==> config.mk <==
export PLATFORM = sky130hd
export DESIGN_NAME = id_decode_stage_flat
export DESIGN_NICKNAME = d
export VERILOG_FILES = /design/src/rtl/alu_op_pkg.sv /design/src/rtl/id_decode_stage_if.sv /design/src/rtl/instr_decoder.sv /design/src/rtl/id_decode_stage.sv /design/src/flat_wrapper.sv
export SDC_FILE = /design/constraint.sdc
export NUM_CORES = 1
export LEC_CHECK = 0
export BUFFER_PORTS_ARGS = -buffer_cell sky130_fd_sc_hd__clkbuf_2
export CORE_ASPECT_RATIO = 1.5
export CORE_UTILIZATION = 56
export CTS_CLUSTER_DIAMETER = 40
export DETAILED_ROUTE_END_ITERATION = 10
export GPL_TIMING_DRIVEN = 0
export PLACE_DENSITY = 0.94
export SLEW_MARGIN = 20
export SYNTH_ARGS = -nofsm -noshare
export SYNTH_HDL_FRONTEND = slang
export SYNTH_HIERARCHICAL = 1
export SYNTH_SLANG_ARGS = --single-unit
==> constraint.sdc <==
create_clock -name clk -period 4.2 [get_ports clk]
set_clock_uncertainty 0.2 [all_clocks]
set_input_delay 0.63 -clock clk [delete_from_list [all_inputs] [get_ports clk]]
set_output_delay 0.63 -clock clk [all_outputs]
set_load 0.02 [all_outputs]
==> src/rtl/alu_op_pkg.sv <==
// alu_op_pkg: ALU op encoding, RV32I opcodes, immediate formats and decode bundle
package alu_op_pkg;
  typedef enum logic [3:0] {
    ALU_ADD, ALU_SUB, ALU_XOR, ALU_OR, ALU_AND,
    ALU_SLL, ALU_SRL, ALU_SRA, ALU_SLT, ALU_SLTU
  } alu_op_t;
  typedef enum logic [2:0] {IMM_NONE, IMM_I, IMM_S, IMM_B, IMM_U, IMM_J} imm_fmt_t;
  localparam logic [6:0] OPC_OP     = 7'b0110011;
  localparam logic [6:0] OPC_OPIMM  = 7'b0010011;
  localparam logic [6:0] OPC_LOAD   = 7'b0000011;
  localparam logic [6:0] OPC_STORE  = 7'b0100011;
  localparam logic [6:0] OPC_JALR   = 7'b1100111;
  localparam logic [6:0] OPC_BRANCH = 7'b1100011;
  localparam logic [6:0] OPC_LUI    = 7'b0110111;
  localparam logic [6:0] OPC_AUIPC  = 7'b0010111;
  localparam logic [6:0] OPC_JAL    = 7'b1101111;
  localparam logic [6:0] F7_ZERO    = 7'b0000000;
  localparam logic [6:0] F7_ALT     = 7'b0100000;
  typedef struct packed {
    alu_op_t     alu_op;
    logic [4:0]  shamt;
    logic        shamt_reg;
    logic        branch;
    logic [2:0]  branch_type;
    logic [4:0]  rs1;
    logic [4:0]  rs2;
    logic [4:0]  rd;
    logic [31:0] imm;
    logic        alu_src_imm;
    logic        reg_write;
    logic        illegal;
  } decoded_t;
  function automatic alu_op_t f3_op(input logic [2:0] f3);
    case (f3)
      3'd1:    return ALU_SLL;
      3'd2:    return ALU_SLT;
      3'd3:    return ALU_SLTU;
      3'd4:    return ALU_XOR;
      3'd5:    return ALU_SRL;
      3'd6:    return ALU_OR;
      3'd7:    return ALU_AND;
      default: return ALU_ADD;
    endcase
  endfunction
  function automatic logic [31:0] make_imm(input imm_fmt_t f, input logic [31:0] i);
    case (f)
      IMM_I:   return {{20{i[31]}}, i[31:20]};
      IMM_S:   return {{20{i[31]}}, i[31:25], i[11:7]};
      IMM_B:   return {{19{i[31]}}, i[31], i[7], i[30:25], i[11:8], 1'b0};
      IMM_U:   return {i[31:12], 12'b0};
      IMM_J:   return {{11{i[31]}}, i[31], i[19:12], i[20], i[30:21], 1'b0};
      default: return '0;
    endcase
  endfunction
endpackage

==> src/rtl/id_decode_stage_if.sv <==
// id_decode_stage_if: fetch-side and execute-side handshake plus decoded bundle
interface id_decode_stage_if;
  import alu_op_pkg::*;
  logic        in_valid;
  logic        in_ready;
  logic [31:0] in_instr;
  logic [31:0] in_pc;
  logic        flush;
  logic        out_valid;
  logic        out_ready;
  alu_op_t     out_alu_op;
  logic [4:0]  out_shamt;
  logic        out_shamt_reg;
  logic        out_branch;
  logic [2:0]  out_branch_type;
  logic [4:0]  out_rs1;
  logic [4:0]  out_rs2;
  logic [4:0]  out_rd;
  logic [31:0] out_imm;
  logic        out_alu_src_imm;
  logic        out_reg_write;
  logic [31:0] out_pc;
  logic        out_illegal;
  modport master (
    output in_valid, in_instr, in_pc, flush, out_ready,
    input  in_ready, out_valid, out_alu_op, out_shamt, out_shamt_reg, out_branch,
           out_branch_type, out_rs1, out_rs2, out_rd, out_imm, out_alu_src_imm,
           out_reg_write, out_pc, out_illegal
  );
  modport slave (
    input  in_valid, in_instr, in_pc, flush, out_ready,
    output in_ready, out_valid, out_alu_op, out_shamt, out_shamt_reg, out_branch,
           out_branch_type, out_rs1, out_rs2, out_rd, out_imm, out_alu_src_imm,
           out_reg_write, out_pc, out_illegal
  );
endinterface

==> src/rtl/instr_decoder.sv <==
// instr_decoder: combinational RV32I decode into an execute bundle
module instr_decoder
  import alu_op_pkg::*;
(
  input  logic [31:0] i_instr,
  output decoded_t    o_dec
);
  logic [6:0] w_opc, w_f7;
  logic [2:0] w_f3;
  imm_fmt_t   w_fmt;
  alu_op_t    w_op;
  logic       w_src, w_rw, w_br, w_ill, w_sh_imm;
  assign w_opc = i_instr[6:0];
  assign w_f3  = i_instr[14:12];
  assign w_f7  = i_instr[31:25];
  always_comb begin
    w_fmt    = IMM_NONE;
    w_op     = ALU_ADD;
    w_src    = 1'b0;
    w_rw     = 1'b0;
    w_br     = 1'b0;
    w_ill    = 1'b0;
    w_sh_imm = 1'b0;
    case (w_opc)
      OPC_OP: begin
        w_rw  = 1'b1;
        w_op  = (w_f7 == F7_ZERO) ? f3_op(w_f3) :
                (w_f7 == F7_ALT && w_f3 == 3'd0) ? ALU_SUB :
                (w_f7 == F7_ALT && w_f3 == 3'd5) ? ALU_SRA : ALU_ADD;
        w_ill = !(w_f7 == F7_ZERO || (w_f7 == F7_ALT && (w_f3 == 3'd0 || w_f3 == 3'd5)));
      end
      OPC_OPIMM: begin
        w_fmt    = IMM_I;
        w_src    = 1'b1;
        w_rw     = 1'b1;
        w_sh_imm = w_f3[1:0] == 2'b01;
        w_op     = (w_f3 == 3'd5 && w_f7 == F7_ALT) ? ALU_SRA : f3_op(w_f3);
        w_ill    = w_sh_imm && !(w_f7 == F7_ZERO || (w_f3 == 3'd5 && w_f7 == F7_ALT));
      end
      OPC_LOAD, OPC_JALR: begin
        w_fmt = IMM_I;
        w_src = 1'b1;
        w_rw  = 1'b1;
      end
      OPC_STORE: begin
        w_fmt = IMM_S;
        w_src = 1'b1;
      end
      OPC_BRANCH: begin
        w_fmt = IMM_B;
        w_op  = ALU_SUB;
        w_br  = 1'b1;
        w_ill = w_f3[2:1] == 2'b01;
      end
      OPC_LUI, OPC_AUIPC: begin
        w_fmt = IMM_U;
        w_src = 1'b1;
        w_rw  = 1'b1;
      end
      OPC_JAL: begin
        w_fmt = IMM_J;
        w_src = 1'b1;
        w_rw  = 1'b1;
      end
      default: w_ill = 1'b1;
    endcase
  end
  // an illegal word still travels down the pipe, but with every side effect masked
  assign o_dec.illegal     = w_ill;
  assign o_dec.alu_op      = w_ill ? ALU_ADD : w_op;
  assign o_dec.shamt       = (w_sh_imm && !w_ill) ? i_instr[24:20] : 5'd0;
  assign o_dec.shamt_reg   = w_opc == OPC_OP && !w_ill && (w_op == ALU_SLL || w_op == ALU_SRL || w_op == ALU_SRA);
  assign o_dec.branch      = w_br && !w_ill;
  assign o_dec.branch_type = (w_br && !w_ill) ? w_f3 : 3'd0;
  assign o_dec.rs1         = i_instr[19:15];
  assign o_dec.rs2         = i_instr[24:20];
  assign o_dec.rd          = (w_opc == OPC_BRANCH || w_opc == OPC_STORE) ? 5'd0 : i_instr[11:7];
  assign o_dec.imm         = w_ill ? 32'd0 : make_imm(w_fmt, i_instr);
  assign o_dec.alu_src_imm = w_src && !w_ill;
  assign o_dec.reg_write   = w_rw && !w_ill && i_instr[11:7] != 5'd0;
endmodule

==> src/rtl/id_decode_stage.sv <==
// id_decode_stage: single-entry decode pipeline register with valid/ready handshake and flush
module id_decode_stage
  import alu_op_pkg::*;
(
  input logic clk,
  input logic rst,
  id_decode_stage_if.slave bus
);
  typedef enum logic {EMPTY, FULL} state_t;
  state_t      r_state, w_next;
  decoded_t    w_dec, r_dec;
  logic [31:0] r_pc;
  logic        w_acc;
  instr_decoder u_dec (.i_instr(bus.in_instr), .o_dec(w_dec));
  assign bus.in_ready = r_state == EMPTY || bus.out_ready;
  assign w_acc = bus.in_valid && bus.in_ready && !bus.flush;
  always_comb begin
    w_next = bus.flush ? EMPTY : w_acc ? FULL : bus.out_ready ? EMPTY : r_state;
  end
  always_ff @(posedge clk) begin
    if (rst) begin
      r_state <= EMPTY;
      r_dec   <= '0;
      r_pc    <= '0;
    end else begin
      r_state <= w_next;
      if (w_acc) begin
        r_dec <= w_dec;
        r_pc  <= bus.in_pc;
      end
    end
  end
  assign bus.out_valid       = r_state == FULL;
  assign bus.out_alu_op      = r_dec.alu_op;
  assign bus.out_shamt       = r_dec.shamt;
  assign bus.out_shamt_reg   = r_dec.shamt_reg;
  assign bus.out_branch      = r_dec.branch;
  assign bus.out_branch_type = r_dec.branch_type;
  assign bus.out_rs1         = r_dec.rs1;
  assign bus.out_rs2         = r_dec.rs2;
  assign bus.out_rd          = r_dec.rd;
  assign bus.out_imm         = r_dec.imm;
  assign bus.out_alu_src_imm = r_dec.alu_src_imm;
  assign bus.out_reg_write   = r_dec.reg_write;
  assign bus.out_pc          = r_pc;
  assign bus.out_illegal     = r_dec.illegal;
endmodule

==> src/flat_wrapper.sv <==
// flat-port wrapper written by rule: the top's interface ports become plain ports
module id_decode_stage_flat import alu_op_pkg::*;
  (clk, rst, bus_in_valid, bus_in_instr, bus_in_pc, bus_flush, bus_out_ready, bus_in_ready, bus_out_valid, bus_out_alu_op, bus_out_shamt, bus_out_shamt_reg, bus_out_branch, bus_out_branch_type, bus_out_rs1, bus_out_rs2, bus_out_rd, bus_out_imm, bus_out_alu_src_imm, bus_out_reg_write, bus_out_pc, bus_out_illegal);
  id_decode_stage_if bus_i ();
  input logic clk;
  input logic rst;
  input wire logic [$bits(bus_i.in_valid)-1:0] bus_in_valid;
  input wire logic [$bits(bus_i.in_instr)-1:0] bus_in_instr;
  input wire logic [$bits(bus_i.in_pc)-1:0] bus_in_pc;
  input wire logic [$bits(bus_i.flush)-1:0] bus_flush;
  input wire logic [$bits(bus_i.out_ready)-1:0] bus_out_ready;
  output wire logic [$bits(bus_i.in_ready)-1:0] bus_in_ready;
  output wire logic [$bits(bus_i.out_valid)-1:0] bus_out_valid;
  output wire logic [$bits(bus_i.out_alu_op)-1:0] bus_out_alu_op;
  output wire logic [$bits(bus_i.out_shamt)-1:0] bus_out_shamt;
  output wire logic [$bits(bus_i.out_shamt_reg)-1:0] bus_out_shamt_reg;
  output wire logic [$bits(bus_i.out_branch)-1:0] bus_out_branch;
  output wire logic [$bits(bus_i.out_branch_type)-1:0] bus_out_branch_type;
  output wire logic [$bits(bus_i.out_rs1)-1:0] bus_out_rs1;
  output wire logic [$bits(bus_i.out_rs2)-1:0] bus_out_rs2;
  output wire logic [$bits(bus_i.out_rd)-1:0] bus_out_rd;
  output wire logic [$bits(bus_i.out_imm)-1:0] bus_out_imm;
  output wire logic [$bits(bus_i.out_alu_src_imm)-1:0] bus_out_alu_src_imm;
  output wire logic [$bits(bus_i.out_reg_write)-1:0] bus_out_reg_write;
  output wire logic [$bits(bus_i.out_pc)-1:0] bus_out_pc;
  output wire logic [$bits(bus_i.out_illegal)-1:0] bus_out_illegal;
  assign bus_i.in_valid = bus_in_valid;
  assign bus_i.in_instr = bus_in_instr;
  assign bus_i.in_pc = bus_in_pc;
  assign bus_i.flush = bus_flush;
  assign bus_i.out_ready = bus_out_ready;
  assign bus_in_ready = bus_i.in_ready;
  assign bus_out_valid = bus_i.out_valid;
  assign bus_out_alu_op = bus_i.out_alu_op;
  assign bus_out_shamt = bus_i.out_shamt;
  assign bus_out_shamt_reg = bus_i.out_shamt_reg;
  assign bus_out_branch = bus_i.out_branch;
  assign bus_out_branch_type = bus_i.out_branch_type;
  assign bus_out_rs1 = bus_i.out_rs1;
  assign bus_out_rs2 = bus_i.out_rs2;
  assign bus_out_rd = bus_i.out_rd;
  assign bus_out_imm = bus_i.out_imm;
  assign bus_out_alu_src_imm = bus_i.out_alu_src_imm;
  assign bus_out_reg_write = bus_i.out_reg_write;
  assign bus_out_pc = bus_i.out_pc;
  assign bus_out_illegal = bus_i.out_illegal;
  id_decode_stage u_core (.clk(clk), .rst(rst), .bus(bus_i));
endmodule
=== Word level (Yosys, flattened, before mapping) ===
Index checks and enable logic that the tools add are counted.

* Muxes and demuxes: 20
* Bitwise gates (word level): 1
* Equal/unequal tests: 27
* Reductions and logical operators: 34

{| class="wikitable"
|+ Operators by type and width
! cell !! count
|-
| one-hot mux 32 bit (5 select lines) || 1
|-
| two-way mux 32 bit || 1
|-
| == test 7 x 6 -> 1 bit (second input constant) || 4
|-
| one-hot mux 4 bit (7 select lines) || 1
|-
| == test 7 bit (second input constant) || 3
|-
| == test 3 bit (second input constant) || 6
|-
| one-hot mux 3 bit (5 select lines) || 1
|-
| == test 7 x 5 -> 1 bit (second input constant) || 2
|-
| OR reduction 7 bit || 2
|-
| logical AND 1 bit || 13
|-
| == test 3 x 2 -> 1 bit (second input constant) || 4
|-
| == test 4 x 3 -> 1 bit (second input constant) || 3
|-
| two-way mux 4 bit || 3
|-
| one-hot mux 4 bit (3 select lines) || 1
|-
| two-way mux 5 bit || 2
|-
| two-way mux 3 bit || 3
|-
| == test 7 x 2 -> 1 bit (second input constant) || 1
|-
| zero test 7 bit || 1
|-
| logical OR 1 bit || 7
|-
| == test 3 x 1 -> 1 bit (second input constant) || 2
|-
| two-way mux 1 bit || 6
|-
| OR reduction 6 bit || 1
|-
| nonzero test 5 bit || 1
|-
| == test 2 x 1 -> 1 bit (second input constant) || 2
|-
| 7 further kinds || 11
|}

* Output and inout bits: 98
* Flip-flop bits (word level): 97
* Logic and storage cells: 96
* Input port bits: 69

=== Logic depth before layout (Yosys ltp) ===
Gate-level depths: netlist (run 1).

* Depth after elaboration: 10
* Gate-level depth with buffers: 12
* Depth with buffers taken out: 8

=== Modules after synthesis ===
Netlist (run 1), hierarchy kept.

{| class="wikitable"
|+ Modules (own cells, without submodules)
! module !! cells an instance !! seq. area each (sq um) !! instances !! area each (sq um)
|-
| id_decode_stage || 422 || 1,941.9 || 1 || 4,361.7
|-
| instr_decoder || 190 || 0.0 || 1 || 1,123.6
|}

=== Least setup slack after synthesis (run 1) ===
Ideal clock, no wire load.

* Kind: input port to flip-flop
* From: in bus_in_instr[6]
* To: reg u_core.r_dec, in the netlist u_core/bus.out_imm[21]
* Slack: 1.750 ns
* Cell stages on the path: 11
* Arrival time: 2.132 ns
* Data required time: 3.882 ns
* Buffers on the path: 3
* Setup time: 0.118 ns
* Cell sequence: buf_6 or2_4 nor4_4 a21bo_1 and3_1 buf_6 inv_4 buf_4 a21oi_1 nand2b_1 mux2i_1

{| class="wikitable"
|+ RTL lines
! element !! RTL line !! source
|-
| start, declared || flat_wrapper.sv:8 || <nowiki>input wire logic [$bits(bus_i.in_instr)-1:0] bus_in_instr;</nowiki>
|-
| end signal, assigned || id_decode_stage.sv:28 || <nowiki>r_dec <= w_dec;</nowiki>
|-
| end, declared || id_decode_stage.sv:11 || <nowiki>decoded_t w_dec, r_dec;</nowiki>
|}

==> results.sh, run 1 <==
export IMPL_status="completed"
export IMPL_synth_warnings=6
export IMPL_ios=167
export IMPL_yosysUniqueCellTypes=43
export IMPL_drtIter0Drc=279
export IMPL_relSlewSlack_pct=47.5
export IMPL_final_antenna_net_count=0
export IMPL_die_area_sq_mm=0.0102
export IMPL_syn_to_final_growth_pct=23.2
export IMPL_syn_area_sq_mm=0.00549
export IMPL_muxShareOfSynthArea_pct=17.7
export IMPL_synth_most_common_cell="nand2b_1"
export IMPL_fin_crit_ps=2530
export IMPL_synth_ff_latch_count=97
export IMPL_synth_edf_count=0
export IMPL_critPathLaunch="bus_in_instr[4]"
export IMPL_postCtsSetupRepairBufs=0
export IMPL_dominantRegCellSynth="dfxtp_1"
export IMPL_hold_class="primary input to flop"
export IMPL_critical_path_startpoint_type="primary input"
export IMPL_multi_input_area_sq_mm=0.00312
export IMPL_cp_arrival_ps=2610
export IMPL_finalNetCount=853
export IMPL_synthCells=612
export IMPL_rr_worst_depth=6
export IMPL_core_region_area_sq_mm=0.00936
export IMPL_path_max_fanout=10
export IMPL_path_class="primary input to flop"
export IMPL_viasPerCell=5.37
export IMPL_synthArstFlopShare_pct=0
export IMPL_drive_gt1_share_pct=27.6
export IMPL_synth_compound_area_share_pct=5.50
export IMPL_grt_usage_pct=28.3
export IMPL_p_leak_nw=2.83
export IMPL_die_x_um=82.8
export IMPL_cts_hold_buf=0
export IMPL_grt_pass1_wl_um=23000
export IMPL_wl_met3_um=680
export IMPL_synth_simple_gate_area_share_pct=33.5
export IMPL_route_met2_wl_um=7730
export IMPL_synth_top_family_by_area="simple AND/OR/NAND/NOR gates"
export IMPL_synth_xor_area_share_pct=0.160
export IMPL_cts_htree_levels=3
export IMPL_worst_slew_pin_slew_ps=782
export IMPL_dr_pass1_iters=5
export IMPL_cts_sinks=97
export IMPL_irDropWorstVdd_v=0.000276
export IMPL_wl_per_cell_um=16.2
export IMPL_cts_root_buf="clkbuf_16"
export IMPL_syn_area_per_cell_sq_um=8.96
export IMPL_r2r_end="u_core/bus.out_imm[6]"
export IMPL_netlist_top_cells_count="nand2b_1, dfxtp_1, mux2i_1"
export IMPL_grt_overflow=0
export IMPL_finalCoreUtilization_pct=72.2
export IMPL_route_detailed_drc=0
export IMPL_setup_slack_ps=1670
export IMPL_ff_latch_area_sq_mm=0.00194
export IMPL_gp_congestion=0.951
export IMPL_rsz0062_at_grt="false"
export IMPL_setup_violations=0
export IMPL_routed_wl_um=14600
export IMPL_max_freq_mhz=395
export IMPL_tritoncts="built"
export IMPL_cp_end_kind="flop"
export IMPL_power_density_mw_per_mm2=321
export IMPL_num_rows=43
export IMPL_clkLatencyLatePin_ps=350
export IMPL_worstSetupEndpoint="u_core/bus.out_imm[29]"
export IMPL_grt_max_degree=18
export IMPL_synth_top_area_cell="dfxtp_1"
export IMPL_r2r_slack_ps=2560
export IMPL_finalHoldViolCount=0
export IMPL_maxUsedRoutingLayer="met4"
export IMPL_seq_area_frac_synth_pct=35.4
export IMPL_place_ws_ps=1380
export IMPL_grt_pass1_vias=4874
export IMPL_vias=4841
export IMPL_antenna_found_initial=0
export IMPL_wl_met1_um=5590
export IMPL_dp_hpwl_um=11300
export IMPL_antenna_cells=0
export IMPL_synth_area_leaders="dfxtp_1, nand2b_1, mux2i_1"
export IMPL_initial_core_util_pct=58.6
export IMPL_synth_adder_area_share_pct=0
export IMPL_cp_required_ps=4280
export IMPL_maxCapViolCount=0
export IMPL_die_h_um=123
export IMPL_numCtsBuffers=9
export IMPL_path_clk_slew_ps=70
export IMPL_synth_top_area_share_pct=35.4
export IMPL_fill_cells=708
export IMPL_slew_violations=0
export IMPL_port_buffers=161
export IMPL_synth_nets=681
export IMPL_setup_tns_ps=0
export IMPL_r2r_start="u_core/bus.out_valid"
export IMPL_fin_crit_sh_pct=60.3
export IMPL_cts_resized=0
export IMPL_cts_buffer_depth=2
-- power by group --
part,switching (mW),leakage (nW),internal (mW)
sequential,0.0137,0.787,0.944
clock,0.378,0.150,0.528
combinational,0.166,1.90,0.141
total,0.558,2.83,1.61
-- layer usage --
metal  vias up  track usage (%)
li1       2352                -
met1      2247             30.1
met2       194             52.9
met3        48             4.61
met4         0             16.4
met5         -                0
-- cells in the final DEF (no fill, tap or decap), types with 3 or more instances in the layout --
cell and count:
nor2b_1 10, buf_12 4, buf_2 5, buf_4 18, o21ai_0 5, clkinvlp_4 3
nand4_1 3, clkbuf_1 27, nor3_1 8, clkbuf_2 161, dfxtp_1 97, nand3_1 6
and3_1 18, a21oi_1 34, inv_1 4, clkbuf_16 9, nand3b_1 3, buf_6 4
nand2b_1 193, and2_1 4, nor2_1 12, nand2_1 32, mux2i_1 97
-- per-stage QoR --
| stage | hold WS [ps] | cell area (sq um) | total power [mW] | std cells |
|---|---|---|---|---|
| after floorplan | 346 | 5490 | 1.18 | 612 |
| after global placement | 258 | 6430 | 1.27 | 885 |
| after detailed placement | 262 | 6430 | 1.28 | 885 |
| after CTS | 264 | 6760 | 2.18 | 901 |
| after global routing | 271 | 6760 | 2.24 | 901 |
| final | 269 | 6760 | 2.17 | 901 |
-- critical path: stages --
cell and delay [ps]:
clkbuf_2 90, buf_2 170, nand2_1 180, o21ai_0 150, nor3_1 510, nand2_1 160
clkbuf_1 240, a21oi_1 280, nand2b_1 90, mux2i_1 120
-- kinds of logic after synthesis --
family | after synthesis
AND/OR/NAND/NOR | 301
XOR/XNOR | 1
flip-flops | 97
multiplexers | 97
buffers and inverters | 65
AO/OA/AOI/OAI | 51
-- worst min path at each step --
| stage | from | to | slack, ps | cells past startpoint |
|---|---|---|---|---|
| finish | bus_flush | u_core/bus.out_valid | 270 | 2 |
| global route | bus_flush | u_core/bus.out_valid | 270 | 2 |
| CTS | bus_flush | u_core/bus.out_valid | 260 | 2 |
| detailed placement | u_core/bus.out_pc[16] | u_core/bus.out_pc[16] | 260 | 2 |
| global placement | u_core/bus.out_pc[0] | u_core/bus.out_pc[0] | 260 | 2 |
| floorplan | u_core/bus.out_alu_op[3] | u_core/bus.out_alu_op[3] | 350 | 2 |
-- cell type report --
class / instances / share of cell area (%)
Buffer: 60 / 6.00
Tap cell: 112 / 2.07
Multi-Input combinational cell: 450 / 46.1
Timing Repair Buffer: 161 / 11.9
Sequential cell: 97 / 28.7
Inverter: 5 / 0.315
Clock buffer: 9 / 3.33
Clock inverter: 7 / 1.52
No activity file was read; power rests on OpenSTA's default activity.
==> run 2, diff against run 1 <==
--- a/config.mk
+++ b/config.mk
@@ -5,13 +5,14 @@
 export SDC_FILE = /design/constraint.sdc
 export NUM_CORES = 1
 export LEC_CHECK = 0
+export ABC_AREA = 1
 export BUFFER_PORTS_ARGS = -buffer_cell sky130_fd_sc_hd__clkbuf_2
 export CORE_ASPECT_RATIO = 1.5
-export CORE_UTILIZATION = 56
+export CORE_UTILIZATION = 52
 export CTS_CLUSTER_DIAMETER = 40
 export DETAILED_ROUTE_END_ITERATION = 10
 export GPL_TIMING_DRIVEN = 0
-export PLACE_DENSITY = 0.94
+export PLACE_DENSITY = 0.88
 export SLEW_MARGIN = 20
 export SYNTH_ARGS = -nofsm -noshare
 export SYNTH_HDL_FRONTEND = slang
==> constraint.sdc (replaced) <==
create_clock -name clk -period 2.6 [get_ports clk]
set_clock_uncertainty 0.2 [all_clocks]
set_input_delay 0.39 -clock clk [delete_from_list [all_inputs] [get_ports clk]]
set_output_delay 0.39 -clock clk [all_outputs]
set_load 0.02 [all_outputs]
==> run 2 against run 1 <==
Compared with the run above:
- routed wire length is 8.1% higher
- sequential power up 70%
- synthesized cell count is 44% higher
- setup slack worse by 1100 ps
- critical path depth shrank 6
- utilization is 6.4 points lower
- count of clock-buffer cells in the layout up 3
- total power up 72%
- non-clock buffer count is 17 higher
- first-iteration DRC count up 34%
- largest power group unchanged
==> results.sh, run 2 <==
export IMPL_dr_pass1_iters=5
export IMPL_min_to="u_core/bus.out_valid"
export IMPL_antenna_found_initial=0
export IMPL_synth_nets=949
export IMPL_yosysUniqueCellTypes=33
export IMPL_worst_hold_startpoint="rst"
export IMPL_drtIter0Drc=374
export IMPL_core_region_area_sq_mm=0.0105
export IMPL_grt_max_degree=16
export IMPL_synth_ff_latch_count=97
export IMPL_route_detailed_drc=0
export IMPL_maxUsedRoutingLayer="met4"
export IMPL_wl_met3_um=854
export IMPL_relSlewSlack_pct=63.4
export IMPL_synth_area_leaders="dfxtp_1, a21oi_1, nand3_1"
export IMPL_rsz0062_at_grt="false"
export IMPL_path_max_fanout=10
export IMPL_syn_area_per_cell_sq_um=6.38
export IMPL_setup_slack_ps=566
export IMPL_cp_required_ps=2010
export IMPL_grt_overflow=0
export IMPL_postCtsSetupRepairBufs=0
export IMPL_die_x_um=86.9
export IMPL_synth_most_common_cell="nand2_1"
export IMPL_worst_slew_pin_slew_ps=545
export IMPL_combPwrFrac_pct=19.7
export IMPL_irDropWorstVdd_v=0.000337
export IMPL_synth_top_area_cell="dfxtp_1"
export IMPL_status="completed"
export IMPL_p_leak_nw=3.48
export IMPL_cts_resized=0
export IMPL_pwr_share_seq_pct=43.7
export IMPL_clockPowerShare_pct=36.6
export IMPL_r2r_end="u_core/bus.out_imm[1]"
export IMPL_maxCapViolCount=0
export IMPL_setup_tns_ps=0
export IMPL_die_area_sq_mm=0.0112
export IMPL_initial_core_util_pct=53.3
export IMPL_cts_sinks=97
export IMPL_power_internal_mw=2.64
export IMPL_fin_crit_ps=2030
export IMPL_finalCoreUtilization_pct=65.8
export IMPL_die_h_um=129
export IMPL_synthCells=880
export IMPL_synthArstFlopShare_pct=0
export IMPL_critical_path_startpoint_type="flop"
export IMPL_drive_gt1_share_pct=26.9
export IMPL_swShare_pct=29.1
export IMPL_setup_violations=0
export IMPL_grt_pass1_vias=5655
export IMPL_cts_hold_buf=0
export IMPL_final_cells=1205
export IMPL_final_cell_mix="clkbuf_2, nand2_1, nor2_1"
export IMPL_final_antenna_net_count=0
export IMPL_synth_edf_count=0
export IMPL_synth_compound_area_share_pct=15.5
export IMPL_ios=167
export IMPL_gp_congestion=0.942
export IMPL_cp_arrival_ps=1440
export IMPL_numPlacedInstances=1189
export IMPL_cts_htree_levels=3
export IMPL_fin_area_sq_mm=0.00693
export IMPL_clkLatencyLatePin_ps=340
export IMPL_routed_wl_um=15800
export IMPL_max_freq_mhz=492
export IMPL_fin_crit_sh_pct=78.2
export IMPL_syn_area_sq_mm=0.00562
export IMPL_netlist_top_cells_count="nand2_1, nor2_1, inv_1"
export IMPL_synth_xor_area_share_pct=0
export IMPL_place_ws_ps=260
export IMPL_place_area_sq_mm=0.00662
export IMPL_power_switching_mw=1.08
export IMPL_cp_end_kind="primary output"
export IMPL_synth_warnings=6
export IMPL_wl_met1_um=6150
export IMPL_path_class="flop to primary output"
export IMPL_tritoncts="built"
export IMPL_power_density_mw_per_mm2=538
export IMPL_port_buffers=165
export IMPL_dominantRegCellSynth="dfxtp_1"
export IMPL_r2r_start="u_core/bus.out_valid"
export IMPL_grt_usage_pct=28.2
export IMPL_cts_root_buf="clkbuf_16"
export IMPL_dp_hpwl_um=12300
export IMPL_viasPerCell=5.07
export IMPL_synth_top_area_share_pct=34.6
export IMPL_finalHoldViolCount=0
export IMPL_finalNetCount=1125
export IMPL_seq_area_frac_synth_pct=34.6
export IMPL_synth_simple_gate_area_share_pct=32.8
export IMPL_synth_adder_area_share_pct=0
export IMPL_cts_buffer_depth=2
export IMPL_synth_top_family_by_area="simple AND/OR/NAND/NOR gates"
export IMPL_antenna_cells=0
export IMPL_vias=6104
export IMPL_slew_violations=0
export IMPL_muxShareOfSynthArea_pct=0
export IMPL_rr_worst_depth=6
export IMPL_hold_depth=2
export IMPL_path_clk_slew_ps=70
export IMPL_grt_pass1_wl_um=25200
export IMPL_numCtsBuffers=9
export IMPL_r2r_slack_ps=1140
export IMPL_hold_class="primary input to flop"
export IMPL_route_met2_wl_um=8210
export IMPL_syn_to_final_growth_pct=23.4
export IMPL_num_rows=46
export IMPL_layout_commonest_cell="clkbuf_2"
export IMPL_wl_per_cell_um=13.1
run 2: cell type report:
class                   count  area (sq um)
inverters                 136           512
well taps                 144           180
fillers                   975          3600
clock buffers              12           256
plain buffers              73           452
flip-flops and latches     97          1940
repair buffers            165           826
clock inverters             4          51.3
multi-input cells         574          2710
run 2: power groups by stage:
| stage | sequential [mW] | combinational [mW] | clock (mW) |
|---|---|---|---|
| finish | 1.63 | 0.734 | 1.36 |
| global route | 1.64 | 0.808 | 1.44 |
| CTS | 1.63 | 0.731 | 1.37 |
| detailed placement | 1.66 | 0.727 | 0 |
| global placement | 1.66 | 0.715 | 0 |
| floorplan | 1.78 | 0.361 | 0 |
run 2: metrics by stage:
| step | total power, mW | hold slack [ps] |
|---|---|---|
| floorplan | 2.14 | 267 |
| global placement | 2.38 | 260 |
| detailed placement | 2.39 | 269 |
| CTS | 3.74 | 28.1 |
| global route | 3.89 | 32.5 |
| finish | 3.73 | 30.7 |
run 2: worst max path at each step:
| stage | cells past startpoint | slack [ps] | start | end |
|---|---|---|---|---|
| 2_1_floorplan | 15 | 640 | bus_in_instr[1] | u_core/bus.out_imm[10] |
| 3_3_place_gp | 12 | 290 | bus_in_instr[6] | u_core/bus.out_imm[3] |
| 3_5_place_dp | 14 | 260 | bus_in_instr[26] | u_core/bus.out_shamt[4] |
| 4_1_cts | 4 | 560 | u_core/bus.out_valid | bus_in_ready |
| 5_1_grt | 14 | 430 | bus_in_instr[25] | u_core/bus.out_shamt[3] |
| 6_report | 4 | 570 | u_core/bus.out_valid | bus_in_ready |
run 2: cell families (layout without fill, tap and decap cells):
group,after synthesis,after routing
AND/OR/NAND/NOR,415,415
AO/OA/AOI/OAI,159,159
buffers and inverters,209,390
flip-flops,97,97
run 2: layer usage:
metal  track usage, %  vias to the layer above
li1                 -                     3119
met4             14.4                        0
met2             51.0                      201
met1             31.7                     2739
met3             3.95                       45
met5                0                        -
run 2: worst max-delay path, stage by stage, from the launching register on:
cell      delay, ps
dfxtp_1         320
nand2_1         130
buf_4           200
buf_2           230
clkbuf_2        200
==> run 3, diff against run 2 <==
--- a/config.mk
+++ b/config.mk
@@ -5,14 +5,14 @@
 export SDC_FILE = /design/constraint.sdc
 export NUM_CORES = 1
 export LEC_CHECK = 0
-export ABC_AREA = 1
+export ABC_AREA = 0
 export BUFFER_PORTS_ARGS = -buffer_cell sky130_fd_sc_hd__clkbuf_2
 export CORE_ASPECT_RATIO = 1.5
-export CORE_UTILIZATION = 52
+export CORE_UTILIZATION = 47
 export CTS_CLUSTER_DIAMETER = 40
 export DETAILED_ROUTE_END_ITERATION = 10
 export GPL_TIMING_DRIVEN = 0
-export PLACE_DENSITY = 0.88
+export PLACE_DENSITY = 0.85
 export SLEW_MARGIN = 20
 export SYNTH_ARGS = -nofsm -noshare
 export SYNTH_HDL_FRONTEND = slang
==> constraint.sdc (replaced) <==
create_clock -name clk -period 1.8 [get_ports clk]
set_clock_uncertainty 0.2 [all_clocks]
set_input_delay 0.27 -clock clk [delete_from_list [all_inputs] [get_ports clk]]
set_output_delay 0.27 -clock clk [all_outputs]
set_load 0.02 [all_outputs]
==> run 3 against run 2 <==
Compared with the run above:
- the flow now finishes with violations (setup timing)
- utilization increased by 2.1 points
- sequential power up 37%
- first-iteration DRC count rose by 1.1%
- register-to-register slack got worse by 1000 ps
==> results.sh, run 3 (same netlist as run 1, synthesis figures left out) <==
export IMPL_antenna_cells=0
export IMPL_gp_congestion=0.965
export IMPL_grt_overflow=0
export IMPL_power_internal_mw=3.76
export IMPL_place_area_sq_mm=0.00653
export IMPL_setup_violations=46
export IMPL_crit_chain="clkbuf_1 -> o21ai_1 -> a21bo_1 -> and3_4 -> buf_12 -> clkbuf_16 -> and3_1 -> nand2b_1 -> mux2i_1"
export IMPL_fin_area_sq_mm=0.00775
export IMPL_combPwrFrac_pct=17.6
export IMPL_worst_slew_pin_slew_ps=626
export IMPL_vias=5146
export IMPL_layout_commonest_cell="nand2b_1"
export IMPL_drtIter0Drc=378
export IMPL_initial_core_util_pct=48.1
export IMPL_worst_hold_startpoint="bus_in_instr[16]"
export IMPL_r2r_slack_ps=110
export IMPL_numCtsBuffers=9
export IMPL_min_to="u_core/bus.out_rs1[1]"
export IMPL_grt_pass1_vias=4938
export IMPL_fin_crit_ps=1970
export IMPL_wl_per_cell_um=16.6
export IMPL_core_region_area_sq_mm=0.0114
export IMPL_grt_usage_pct=24.7
export IMPL_relSlewSlack_pct=58.3
export IMPL_slew_violations=0
export IMPL_finalHoldViolCount=0
export IMPL_slowest_stage="clkbuf_1"
export IMPL_pwr_share_seq_pct=43.9
export IMPL_die_x_um=90.2
export IMPL_p_leak_nw=3.16
export IMPL_cp_required_ps=1830
export IMPL_totalPowerFinal_mw=5.09
export IMPL_dr_pass1_iters=5
export IMPL_clockPowerShare_pct=38.5
export IMPL_cp_arrival_ps=2000
export IMPL_setup_slack_ps=-173
export IMPL_r2r_end="u_core/bus.out_imm[16]"
export IMPL_cts_htree_levels=3
export IMPL_syn_to_final_growth_pct=41.3
export IMPL_path_clk_slew_ps=70
export IMPL_setup_tns_ps=-4960
export IMPL_cts_sinks=97
export IMPL_path_class="primary input to flop"
export IMPL_cts_buffer_depth=2
export IMPL_finalNetCount=907
export IMPL_cts_root_buf="clkbuf_16"
export IMPL_status="finished, violations left"
export IMPL_hold_depth=4
export IMPL_route_detailed_drc=0
export IMPL_max_freq_mhz=507
export IMPL_drive_gt1_share_pct=35.0
export IMPL_cp_slowest_stage_delay_ps=460
export IMPL_viasPerCell=5.18
export IMPL_grt_pass1_wl_um=24000
export IMPL_power_density_mw_per_mm2=657
export IMPL_whs_ps=103
export IMPL_num_rows=48
export IMPL_clkLatencyLatePin_ps=340
export IMPL_maxCapViolCount=0
export IMPL_die_h_um=134
export IMPL_rr_worst_depth=6
export IMPL_r2r_start="u_core/bus.out_valid"
export IMPL_fin_crit_sh_pct=110
export IMPL_final_cell_mix="nand2b_1, clkbuf_2, mux2i_1, dfxtp_1, dlygate4sd3_1"
export IMPL_critPathLaunch="bus_in_instr[30]"
export IMPL_grt_max_degree=17
export IMPL_path_max_fanout=10
export IMPL_antenna_found_initial=0
export IMPL_power_switching_mw=1.33
export IMPL_routed_wl_um=16500
export IMPL_die_area_sq_mm=0.0121
export IMPL_ios=167
export IMPL_hold_class="primary input to flop"
export IMPL_fill_cells=916
export IMPL_tritoncts="built"
export IMPL_rsz0062_at_grt="true"
export IMPL_port_buffers=161
export IMPL_critical_path_startpoint_type="primary input"
export IMPL_irDropWorstVdd_v=0.000535
export IMPL_final_antenna_net_count=0
export IMPL_violations="setup timing"
export IMPL_dp_hpwl_um=10600
export IMPL_cp_end_kind="flop"
export IMPL_swShare_pct=26.1
==> run 3: cell types whose count changed in the layout (fill, tap and decap cells not counted), sizes merged, moves of 18 or more <==
cell,delta
nand2b,+193
nor2,-132
inv,-128
nand2,-109
nand3,-104
a21oi,-101
mux2i,+97
dlygate4sd3,+34
and3,+18
==> run 3: worst max-delay path by stage <==
| stage | end | slack [ps] |
|---|---|---|
| final | u_core/bus.out_imm[8] | -170 |
| after detailed placement | u_core/bus.out_imm[28] | -810 |
| after global routing | u_core/bus.out_imm[24] | -200 |
| after CTS | u_core/bus.out_illegal | -8 |
| after floorplan | u_core/bus.out_branch_type[0] | -280 |
| after global placement | u_core/bus.out_imm[30] | -680 |
==> run 3: power groups by stage <==
stage	Sequential [mW]	Combinational (mW)	Clock, mW
after floorplan	2.35	0.409	0
after global placement	2.28	0.712	0
after detailed placement	2.28	0.720	0
after CTS	2.23	0.795	2.00
after global routing	2.24	0.943	2.08
final	2.24	0.893	1.96
==> run 3: area by class of cell <==
type / instances / area (sq um) / area share, %
repair inverters: 1 / 8.76 / 0.113
inverters: 5 / 31.3 / 0.404
clock buffers: 10 / 239 / 3.08
multi-input cells: 450 / 3380 / 43.6
clock inverters: 6 / 66.3 / 0.856
plain buffers: 57 / 459 / 5.93
repair buffers: 217 / 1440 / 18.5
flip-flops and latches: 97 / 1940 / 25.1
well taps: 150 / 188 / 2.42
==> run 3: routing by layer <==
layer  track usage [%]  vias to the layer above  part of all wire, %  routed length, um
met2              44.3                      248                   51               8400
met3              3.74                       54                  5.8                956
met4              13.8                        0                  4.5                750
li1                  -                     2477                    -                  -
met5                 0                        -                    0                  0
met1              27.9                     2367                   39               6390
==> run 3: repair_timing <==
item,in CTS,in global routing
setup buffers,5,14
gates cloned,0,4
resized for setup,21,68
setup endpoints to repair,46,47
hold buffers,34,0
endpoints found under the hold margin,33,0
pin swaps,4,12
==> run 3: per-stage QoR <==
| step | cells | setup slack (ps) | utilization, % |
|---|---|---|---|
| after global placement | 923 | -679 | 57.3 |
| after global routing | 993 | -200 | 67.9 |
| after CTS | 977 | -7.65 | 63.8 |
| final | 993 | -173 | 67.9 |
| after floorplan | 612 | -284 | - |
| after detailed placement | 923 | -813 | 57.3 |
==> run 3: worst max-delay path, delay by kind of cell <==
| kind | cells | cell delay, ps |
|---|---|---|
| muxes | 1 | 70 |
| AOI/OAI and AO/OA | 2 | 500 |
| buffers and inverters | 3 | 750 |
| and+or+nand+nor | 3 | 400 |
